## src/rtl/mips_multicycle_ctrl.sv

```systemverilog
// Multicycle MIPS control unit: Moore FSM that drives the datapath one micro-step per clock,
// with memory wait states, a wait-state watchdog and a sticky trap state.
module mips_multicycle_ctrl #(
    parameter int WAIT_MAX        = 15,
    parameter bit TRAP_ON_ILLEGAL = 1'b1
) (
    input  logic       clk,
    input  logic       reset,
    input  logic [5:0] op,
    input  logic [5:0] funct,
    input  logic       zero,
    input  logic       mem_ready,
    output logic       pcen,
    output logic       iord,
    output logic       memread,
    output logic       memwrite,
    output logic       irwrite,
    output logic       regwrite,
    output logic       regdst,
    output logic       memtoreg,
    output logic       alusrca,
    output logic [1:0] alusrcb,
    output logic [2:0] alucontrol,
    output logic [1:0] pcsrc,
    output logic       jr,
    output logic [3:0] state_o,
    output logic       trap
);

    localparam logic [3:0] FETCH  = 4'd0;
    localparam logic [3:0] DECODE = 4'd1;
    localparam logic [3:0] MEMADR = 4'd2;
    localparam logic [3:0] MEMRD  = 4'd3;
    localparam logic [3:0] MEMWB  = 4'd4;
    localparam logic [3:0] MEMWR  = 4'd5;
    localparam logic [3:0] EXEC   = 4'd6;
    localparam logic [3:0] ALUWB  = 4'd7;
    localparam logic [3:0] BRANCH = 4'd8;
    localparam logic [3:0] ADDIEX = 4'd9;
    localparam logic [3:0] ADDIWB = 4'd10;
    localparam logic [3:0] JUMP   = 4'd11;
    localparam logic [3:0] JR     = 4'd12;
    localparam logic [3:0] TRAP   = 4'd13;

    localparam logic [3:0] ILLEGAL_NEXT = TRAP_ON_ILLEGAL ? TRAP : FETCH;

    localparam logic [5:0] OP_RTYPE = 6'b000000;
    localparam logic [5:0] OP_LW    = 6'b100011;
    localparam logic [5:0] OP_SW    = 6'b101011;
    localparam logic [5:0] OP_BEQ   = 6'b000100;
    localparam logic [5:0] OP_BNE   = 6'b000101;
    localparam logic [5:0] OP_ADDI  = 6'b001000;
    localparam logic [5:0] OP_J     = 6'b000010;

    localparam logic [5:0] FN_JR    = 6'b001000;
    localparam logic [5:0] FN_ADD   = 6'b100000;
    localparam logic [5:0] FN_SUB   = 6'b100010;
    localparam logic [5:0] FN_AND   = 6'b100100;
    localparam logic [5:0] FN_OR    = 6'b100101;
    localparam logic [5:0] FN_SLT   = 6'b101010;

    localparam logic [2:0] ALU_AND  = 3'b000;
    localparam logic [2:0] ALU_OR   = 3'b001;
    localparam logic [2:0] ALU_ADD  = 3'b010;
    localparam logic [2:0] ALU_SUB  = 3'b110;
    localparam logic [2:0] ALU_SLT  = 3'b111;

    localparam int CW = $clog2(WAIT_MAX + 1);

    logic [3:0]    state;
    logic [3:0]    next_state;
    logic [CW-1:0] wait_cnt;
    logic          mem_state;
    logic          timeout;
    logic          funct_legal;
    logic [2:0]    funct_alu;

    always_comb begin
        funct_legal = 1'b1;
        funct_alu   = ALU_ADD;
        case (funct)
            FN_ADD:  funct_alu = ALU_ADD;
            FN_SUB:  funct_alu = ALU_SUB;
            FN_AND:  funct_alu = ALU_AND;
            FN_OR:   funct_alu = ALU_OR;
            FN_SLT:  funct_alu = ALU_SLT;
            default: funct_legal = 1'b0;
        endcase
    end

    // The watchdog fires on the WAIT_MAX-th consecutive cycle without mem_ready.
    assign mem_state = (state == FETCH) || (state == MEMRD) || (state == MEMWR);
    assign timeout   = mem_state && !mem_ready && ((int'(wait_cnt) + 1) >= WAIT_MAX);

    always_comb begin
        next_state = state;
        case (state)
            FETCH:  if (mem_ready) next_state = DECODE;
                    else if (timeout) next_state = TRAP;
            DECODE: begin
                case (op)
                    OP_LW, OP_SW:   next_state = MEMADR;
                    OP_RTYPE:       next_state = (funct == FN_JR) ? JR : EXEC;
                    OP_BEQ, OP_BNE: next_state = BRANCH;
                    OP_ADDI:        next_state = ADDIEX;
                    OP_J:           next_state = JUMP;
                    default:        next_state = ILLEGAL_NEXT;
                endcase
            end
            MEMADR: next_state = (op == OP_LW) ? MEMRD : MEMWR;
            MEMRD:  if (mem_ready) next_state = MEMWB;
                    else if (timeout) next_state = TRAP;
            MEMWR:  if (mem_ready) next_state = FETCH;
                    else if (timeout) next_state = TRAP;
            EXEC:   next_state = funct_legal ? ALUWB : ILLEGAL_NEXT;
            ADDIEX: next_state = ADDIWB;
            MEMWB, ALUWB, BRANCH, ADDIWB, JUMP, JR: next_state = FETCH;
            TRAP:   next_state = TRAP;
            default: next_state = TRAP;
        endcase
    end

    // Any state change clears the counter; staying put only happens while waiting on memory.
    always_ff @(posedge clk or negedge reset) begin
        if (!reset) begin
            state    <= FETCH;
            wait_cnt <= '0;
        end else begin
            state <= next_state;
            if (next_state != state)
                wait_cnt <= '0;
            else if (mem_state && !mem_ready && (wait_cnt != CW'(WAIT_MAX)))
                wait_cnt <= wait_cnt + 1'b1;
        end
    end

    always_comb begin
        pcen       = 1'b0;
        iord       = 1'b0;
        memread    = 1'b0;
        memwrite   = 1'b0;
        irwrite    = 1'b0;
        regwrite   = 1'b0;
        regdst     = 1'b0;
        memtoreg   = 1'b0;
        alusrca    = 1'b0;
        alusrcb    = 2'b00;
        alucontrol = ALU_ADD;
        pcsrc      = 2'b00;
        jr         = 1'b0;
        case (state)
            FETCH: begin
                memread = 1'b1;
                alusrcb = 2'b01;
                irwrite = mem_ready;
                pcen    = mem_ready;
            end
            DECODE: alusrcb = 2'b11;
            MEMADR: begin
                alusrca = 1'b1;
                alusrcb = 2'b10;
            end
            MEMRD: begin
                iord    = 1'b1;
                memread = 1'b1;
            end
            MEMWB: begin
                regwrite = 1'b1;
                memtoreg = 1'b1;
            end
            MEMWR: begin
                iord     = 1'b1;
                memwrite = 1'b1;
            end
            EXEC: begin
                alusrca    = 1'b1;
                alucontrol = funct_alu;
            end
            ALUWB: begin
                regwrite = 1'b1;
                regdst   = 1'b1;
            end
            BRANCH: begin
                alusrca    = 1'b1;
                alucontrol = ALU_SUB;
                pcsrc      = 2'b01;
                pcen       = (op == OP_BEQ) ? zero : ~zero;
            end
            ADDIEX: begin
                alusrca = 1'b1;
                alusrcb = 2'b10;
            end
            ADDIWB: regwrite = 1'b1;
            JUMP: begin
                pcsrc = 2'b10;
                pcen  = 1'b1;
            end
            JR: begin
                pcsrc = 2'b11;
                jr    = 1'b1;
                pcen  = 1'b1;
            end
            default: ;
        endcase
        // Reset is asynchronous, so enables are masked combinationally to stop mid-instruction writes.
        if (!reset) begin
            pcen     = 1'b0;
            memread  = 1'b0;
            memwrite = 1'b0;
            irwrite  = 1'b0;
            regwrite = 1'b0;
        end
    end

    assign trap    = reset && (state == TRAP);
    assign state_o = state;

endmodule

```

## config.mk

```make
export PLATFORM = sky130hd
export DESIGN_NAME = mips_multicycle_ctrl
export DESIGN_NICKNAME = d
export VERILOG_FILES = /design/src/rtl/mips_multicycle_ctrl.sv
export SDC_FILE = /design/constraint.sdc
export NUM_CORES = 1
export LEC_CHECK = 0
export CAP_MARGIN = 20
export CORE_MARGIN = 3
export CORE_UTILIZATION = 52
export CTS_BUF_LIST = sky130_fd_sc_hd__clkbuf_8
export DETAILED_ROUTE_END_ITERATION = 16
export PLACE_DENSITY = 0.95
export SKIP_LAST_GASP = 1
export SLEW_MARGIN = 5
export SYNTH_ARGS = -nofsm -noshare
export SYNTH_HDL_FRONTEND = slang
export SYNTH_SLANG_ARGS = --single-unit
export TNS_END_PERCENT = 30
```

## constraint.sdc

```tcl
create_clock -name clk -period 4.8 [get_ports clk]
set_clock_uncertainty 0.05 [all_clocks]
set_input_delay 0.96 -clock clk [delete_from_list [all_inputs] [get_ports clk]]
set_output_delay 0.96 -clock clk [all_outputs]
set_load 0.1 [all_outputs]
```

==> flow_metrics.env, run 1 <==
export IMPL_status="complete, no violations"
export IMPL_cp_end_kind="output port"
export IMPL_cts_buffers=3
export IMPL_die_w_um=54.2
export IMPL_wl_mm=3.60
export IMPL_setup_viol=0
export IMPL_hold_viol=0
export IMPL_cp_max_fo=6
export IMPL_p_seq_share_pct=13.3
export IMPL_drive_above_1_share_pct=16.8
export IMPL_grt_usage_pct=27.2
export IMPL_cts_resized=0
export IMPL_hold_start="wait_cnt[1]$_DFFE_PN0P_"
export IMPL_synth_edff_count=0
export IMPL_clk_latency_ps=230
export IMPL_coreArea_sq_um=2080
export IMPL_syn_area_sq_um=1210
export IMPL_fin_util_pct=77.6
export IMPL_synthCells=163
export IMPL_fillCellCount=164
export IMPL_reg2reg_setup_slack_ps=2170
export IMPL_reg2reg_depth=6
export IMPL_wl_per_cell_um=16.1
export IMPL_rows=16
export IMPL_start_kind="input pin"
export IMPL_synth_seq_cells=8
export IMPL_min_path_cells=2
export IMPL_required_ps=3790
export IMPL_io_buffers=37
export IMPL_vdd_drop_max_mv=0.684
export IMPL_cts_tree="yes"
export IMPL_diodes=0
export IMPL_rsz0062_at_grt="no"
export IMPL_grt_overflow=0
export IMPL_power_frac_clock_pct=6.4
export IMPL_vias_per_cell=6.34
export IMPL_synth_area_per_cell_sq_um=7.42
export IMPL_crit_slowest_cell="or4_4"
export IMPL_post_cts_setup_buffer_count=0
export IMPL_tightest_slew_ps=982
export IMPL_vias=1414
export IMPL_cts_htree_levels=1
export IMPL_cap_violations=0
export IMPL_yosys_warnings=0
export IMPL_gp_congestion=0.844
export IMPL_cp_cell_sequence="clkdlybuf4s50_1, or4_4, nor2_1, nand2_1, xor2_1, o221a_2, o21a_1, buf_12"
export IMPL_critPathArrivalTime_ps=3000
export IMPL_swShare_pct=65.5
export IMPL_min_period_ps=4010
export IMPL_grt_pass1_wl_mm=5.93
export IMPL_slowest_delay_ps=600
export IMPL_clkTransAtPathRegs_ps=40
export IMPL_die_h_um=54.2
export IMPL_hpwl_mm=2.78
export IMPL_r2r_start="state_o[0]$_DFF_PN0_"
export IMPL_antenna_found_initial=0
export IMPL_p_per_area_nw_per_um2=774
export IMPL_synth_ff_type="dfrtp_1"
export IMPL_grt_pass1_vias=1309
export IMPL_critPathKind="in2out"
export IMPL_p_int_uw=431
export IMPL_io_pins=38
export IMPL_remaining_drc_errors=0
export IMPL_synth_area_top_cells="dfrtp_1 17%, nor2_1 9.0%, nand2b_1 5.2%"
export IMPL_leakage_nw=0.624
export IMPL_holdBufCountCts=0
export IMPL_drt_iter0_markers=56
export IMPL_maxSlewViolCount=0
export IMPL_fmax_mhz=249
export IMPL_power_net_switching_uw=819
export IMPL_nets=216
export IMPL_ys_types=51
export IMPL_whs_endpoint="wait_cnt[1]$_DFFE_PN0P_"
export IMPL_gr_usage_met3_pct=6.54
export IMPL_syn2layout_area_growth_pct=33.5
export IMPL_synth_top_area_cell="dfrtp_1"
export IMPL_grt_busiest_layer="met2"
export IMPL_clockBufferDepth=2
export IMPL_clock_sinks=8
export IMPL_grt_max_degree=25
export IMPL_comb_power_share_pct=80.3
export IMPL_ant_nets=0
export IMPL_dp_slack_ps=786
export IMPL_grt_use_met2_pct=47.8
export IMPL_start_util_pct=58.1
export IMPL_ys_seq_area_share_pct=16.5
export IMPL_hold_path_class="reg2reg"
export IMPL_r2r_end="wait_cnt[2]$_DFFE_PN0P_"
export IMPL_die_area_sq_um=2940
export IMPL_syn_num_nets=181
export IMPL_drt_pass1_iter_count=4
export IMPL_gr_usage_met1_pct=32.6
export IMPL_synth_top_area_share_pct=16.5
export IMPL_slew_headroom_pct=34.3
export IMPL_synthArstFlopShare_pct=100
export IMPL_cts_root_buffer="clkbuf_8"
export IMPL_min_period_over_period_pct=83.5
export IMPL_p_total_mw=1.25
export IMPL_setup_slack_ps=792
-- flip-flops by register name, summed over array words and instances (netlist names) --
name and count:
state_o 4, wait_cnt 4
-- power by group through the flow --
stage	clock, mW	sequential [mW]	combinational [mW]
5_1_grt	0.0853	0.173	1.05
2_1_floorplan	0	0.211	0.742
3_3_place_gp	0	0.162	0.975
3_5_place_dp	0	0.166	0.997
6_report	0.0800	0.166	1.00
4_1_cts	0.0811	0.164	1.00
-- layout make-up --
cell class	instances	area, sq um	area share (%)
timing repair buffer	38	360	22.3
clock buffer	3	41.3	2.56
inverter	3	11.3	0.697
tap	27	33.8	2.09
sequential	8	200	12.4
multi-input combinational	144	968	60.0
-- per-stage QoR --
step	hold WS [ps]	area, sq um	std cells	setup TNS (ps)
after floorplan	534	1210	163	-7.13
after global placement	574	1570	220	0
after detailed placement	593	1570	220	0
after CTS	616	1620	223	0
after global routing	647	1620	223	0
final	617	1620	223	0
-- routing by layer --
| metal | vias to the layer above | share of wire (%) |
|---|---|---|
| met2 | 69 | 51 |
| met1 | 675 | 40 |
| met5 | - | 0 |
| li1 | 662 | - |
| met3 | 8 | 7.3 |
| met4 | 0 | 1.3 |
-- critical path, delay by kind of cell --
kind / cells / cell delay [ps]
simple gates: 3 / 780
buf+inv: 2 / 670
compound gates: 2 / 430
xor+xnor: 1 / 150
-- how the worst max path moves through the flow --
stage | startpoint | to | slack (ps) | depth (start not counted)
6_report | op[1] | pcen | 790 | 8
5_1_grt | op[1] | pcen | 670 | 8
4_1_cts | op[1] | pcen | 780 | 8
3_5_place_dp | op[1] | pcen | 790 | 8
3_3_place_gp | op[1] | pcen | 830 | 8
2_1_floorplan | state_o[2]$_DFF_PN0_ | alucontrol[0] | -7 | 4
-- cell families after synthesis --
| family | share of synthesized area (%) |
|---|---|
| simple gates | 41.8 |
| xor+xnor | 4.34 |
| fa+ha+maj | 2.07 |
| mux | 0.827 |
| compound gates | 30.6 |
| buf+inv | 3.83 |
| flops | 16.5 |
-- placed cells by master (no fill, tap or decap), drive strengths merged, types with 4 or more instances in the layout --
cell type / count
nand3: 6
nor2b: 6
o21ai: 8
buf: 13
nor2: 29
nor3: 8
nand2: 10
clkdlybuf4s50: 25
a21oi: 8
nand2b: 10
dfrtp: 8
nand3b: 4
-- Yosys cell counts (all sizes together), types with 2 or more instances --
cell type,n
nor4,3
a21o,3
and2,2
nand2,10
dfrtp,8
a21oi,8
xor2,3
inv,3
nor2,29
or4,3
or2,3
o21a,2
clkbuf,3
nor2b,6
buf,5
nand3b,4
a2111oi,2
xnor2,3
ha,2
o211ai,2
o21ai,8
nand3,6
o21bai,2
nor4b,2
o22ai,3
o31a,3
nand2b,10
nor3,8
(Power assumes the default switching activity.)
==> inputs of run 2 (changes only) <==
--- a/config.mk
+++ b/config.mk
@@ -7,10 +7,10 @@
 export LEC_CHECK = 0
 export CAP_MARGIN = 20
 export CORE_MARGIN = 3
-export CORE_UTILIZATION = 52
+export CORE_UTILIZATION = 44
 export CTS_BUF_LIST = sky130_fd_sc_hd__clkbuf_8
 export DETAILED_ROUTE_END_ITERATION = 16
-export PLACE_DENSITY = 0.95
+export PLACE_DENSITY = 0.89
 export SKIP_LAST_GASP = 1
 export SLEW_MARGIN = 5
 export SYNTH_ARGS = -nofsm -noshare
==> constraint.sdc (replaced) <==
create_clock -name clk -period 3.3 [get_ports clk]
set_clock_uncertainty 0.05 [all_clocks]
set_input_delay 0.66 -clock clk [delete_from_list [all_inputs] [get_ports clk]]
set_output_delay 0.66 -clock clk [all_outputs]
set_load 0.1 [all_outputs]
==> run 2 against run 1 <==
  * Register-to-register slack worse by 1500 ps
  * Largest cell class unchanged
  * Via count is 0.64% lower
  * Final cell count rose by 4.5%
  * Sequential cell count is the same
  * Routed wire length is 1.7% lower
  * Sequential power up 52%
  * Setup slack got worse by 710 ps
  * Highest routed layer unchanged
  * Critical endpoint unchanged
==> flow_metrics.env, run 2 (synthesis gave the netlist of run 1 again) <==
export IMPL_status="complete, no violations"
export IMPL_cap_violations=0
export IMPL_grt_usage_pct=22.2
export IMPL_cp_cell_sequence="clkdlybuf4s50_1, or4_4, nor2_2, nand2_1, xor2_1, o221a_2, o21a_1, buf_12"
export IMPL_critPathKind="in2out"
export IMPL_cts_tree="yes"
export IMPL_layout_cells_non_filler=233
export IMPL_die_area_sq_um=3420
export IMPL_setup_slack_ps=83.7
export IMPL_clockBufferDepth=2
export IMPL_grt_overflow=0
export IMPL_grt_use_met2_pct=40.4
export IMPL_dp_slack_ps=26.7
export IMPL_gp_congestion=0.863
export IMPL_cts_buffers=3
export IMPL_p_total_mw=1.96
export IMPL_setup_viol=0
export IMPL_hpwl_mm=2.80
export IMPL_setup_tns_ps=0
export IMPL_cp_end_kind="output port"
export IMPL_cts_htree_levels=1
export IMPL_fmax_mhz=311
export IMPL_drt_pass1_iter_count=4
export IMPL_fin_hold_ws_ps=593
export IMPL_slowest_delay_ps=530
export IMPL_wl_mm=3.54
export IMPL_start_kind="input pin"
export IMPL_wl_per_cell_um=15.2
export IMPL_drive_above_1_share_pct=29.1
export IMPL_mostFrequentLayoutCells="23 x nor2_1, 17 x buf_4, 14 x clkdlybuf4s50_1"
export IMPL_vias=1405
export IMPL_io_buffers=37
export IMPL_required_ps=2590
export IMPL_gr_usage_met3_pct=2.41
export IMPL_cpLargestDelayFamily="simple AND/OR/NAND/NOR gates"
export IMPL_fillCellCount=194
export IMPL_start_util_pct=47.5
export IMPL_syn2layout_area_growth_pct=51.3
export IMPL_dpl_cell_count=229
export IMPL_grt_busiest_layer="met2"
export IMPL_grt_max_degree=25
export IMPL_vdd_drop_max_mv=1.05
export IMPL_die_h_um=58.4
export IMPL_fin_util_pct=71.9
export IMPL_cts_root_buffer="clkbuf_8"
export IMPL_remaining_drc_errors=0
export IMPL_register_area_sq_um=201
export IMPL_clk_latency_ps=240
export IMPL_diodes=0
export IMPL_antenna_found_initial=0
export IMPL_vias_per_cell=6.03
export IMPL_path_buf_inv=2
export IMPL_rows=18
export IMPL_clkTransAtPathRegs_ps=40
export IMPL_ant_nets=0
export IMPL_min_period_ps=3220
export IMPL_final_common_cell="nor2_1"
export IMPL_clock_sinks=8
export IMPL_reg2reg_setup_slack_ps=660
export IMPL_p_per_area_nw_per_um2=1070
export IMPL_gr_usage_met1_pct=27.6
export IMPL_leakage_nw=0.735
export IMPL_hold_viol=0
export IMPL_nets=222
export IMPL_drt_iter0_markers=34
export IMPL_coreArea_sq_um=2540
export IMPL_io_pins=38
export IMPL_placed_cell_area_sq_um=1780
export IMPL_multiInputGateArea_sq_um=1010
export IMPL_critPathArrivalTime_ps=2510
export IMPL_crit_slowest_cell="or4_4"
export IMPL_slew_headroom_pct=55.8
export IMPL_maxSlewViolCount=0
export IMPL_hold_path_class="reg2reg"
export IMPL_tightest_slew_ps=663
export IMPL_min_period_over_period_pct=97.5
export IMPL_grt_pass1_wl_mm=5.99
export IMPL_die_w_um=58.4
export IMPL_grt_pass1_vias=1316
export IMPL_cp_max_fo=2
export IMPL_holdBufCountCts=0
export IMPL_finalInstanceArea_sq_um=1830
==> run 2: cell types whose count changed in the layout (fill, tap and decap cells not counted), moves of 2 or more <==
cell,delta
buf_12,+11
a21oi_2,+2
clkdlybuf4s50_1,-11
a21oi_1,-2
nor2_1,-5
nor3_1,-2
nor2_2,+4
buf_4,+5
==> run 2: what timing repair did <==
| item | in CTS | in global routing |
|---|---|---|
| buffers inserted | 0 | 0 |
| hold endpoints to repair | 0 | 0 |
| resized for setup | 0 | 2 |
| endpoints found under the setup margin | 0 | 1 |
==> run 2: routing by layer <==
metal / part of all wire [%] / vias to the layer above / routed length (um)
li1: - / 679 / -
met1: 42 / 682 / 1490
met2: 53 / 39 / 1860
met3: 4.2 / 5 / 149
met4: 1.1 / 0 / 40
met5: 0 / - / 0
==> run 2: final timing paths <==
path	endpoint	start	cells after the start
worst max-delay path	pcen	op[3]	8
max in group asynchronous	state_o[2]$_DFF_PN0_	reset	2
worst min register to register	wait_cnt[1]$_DFFE_PN0P_	wait_cnt[1]$_DFFE_PN0P_	2
worst min-delay path	wait_cnt[1]$_DFFE_PN0P_	wait_cnt[1]$_DFFE_PN0P_	2
worst max register to register	wait_cnt[2]$_DFFE_PN0P_	state_o[1]$_DFF_PN0_	7
min in group asynchronous	state_o[3]$_DFF_PN0_	reset	1
==> run 2: cell type report <==
class | count | area share, %
well taps | 30 | 2.05
clock buffers | 3 | 2.26
clock inverters | 1 | 0.205
inverters | 3 | 0.615
multi-input cells | 144 | 55.4
flip-flops and latches | 8 | 11.0
repair buffers | 44 | 28.4
==> run 2: power by group <==
part | internal (mW) | leakage [nW] | total [mW] | switching [mW]
logic | 0.513 | 0.602 | 1.58 | 1.06
registers | 0.124 | 0.106 | 0.253 | 0.129
clock network | 0.0811 | 0.0269 | 0.127 | 0.0455
==> run 2: worst reg2reg max path: stages (launching register included) <==
cell	delay (ps)
dfrtp_1	570
buf_4	290
nor4b_4	370
o221ai_2	180
a21boi_4	180
a2111oi_4	380
o2111ai_2	220
nor4_2	310
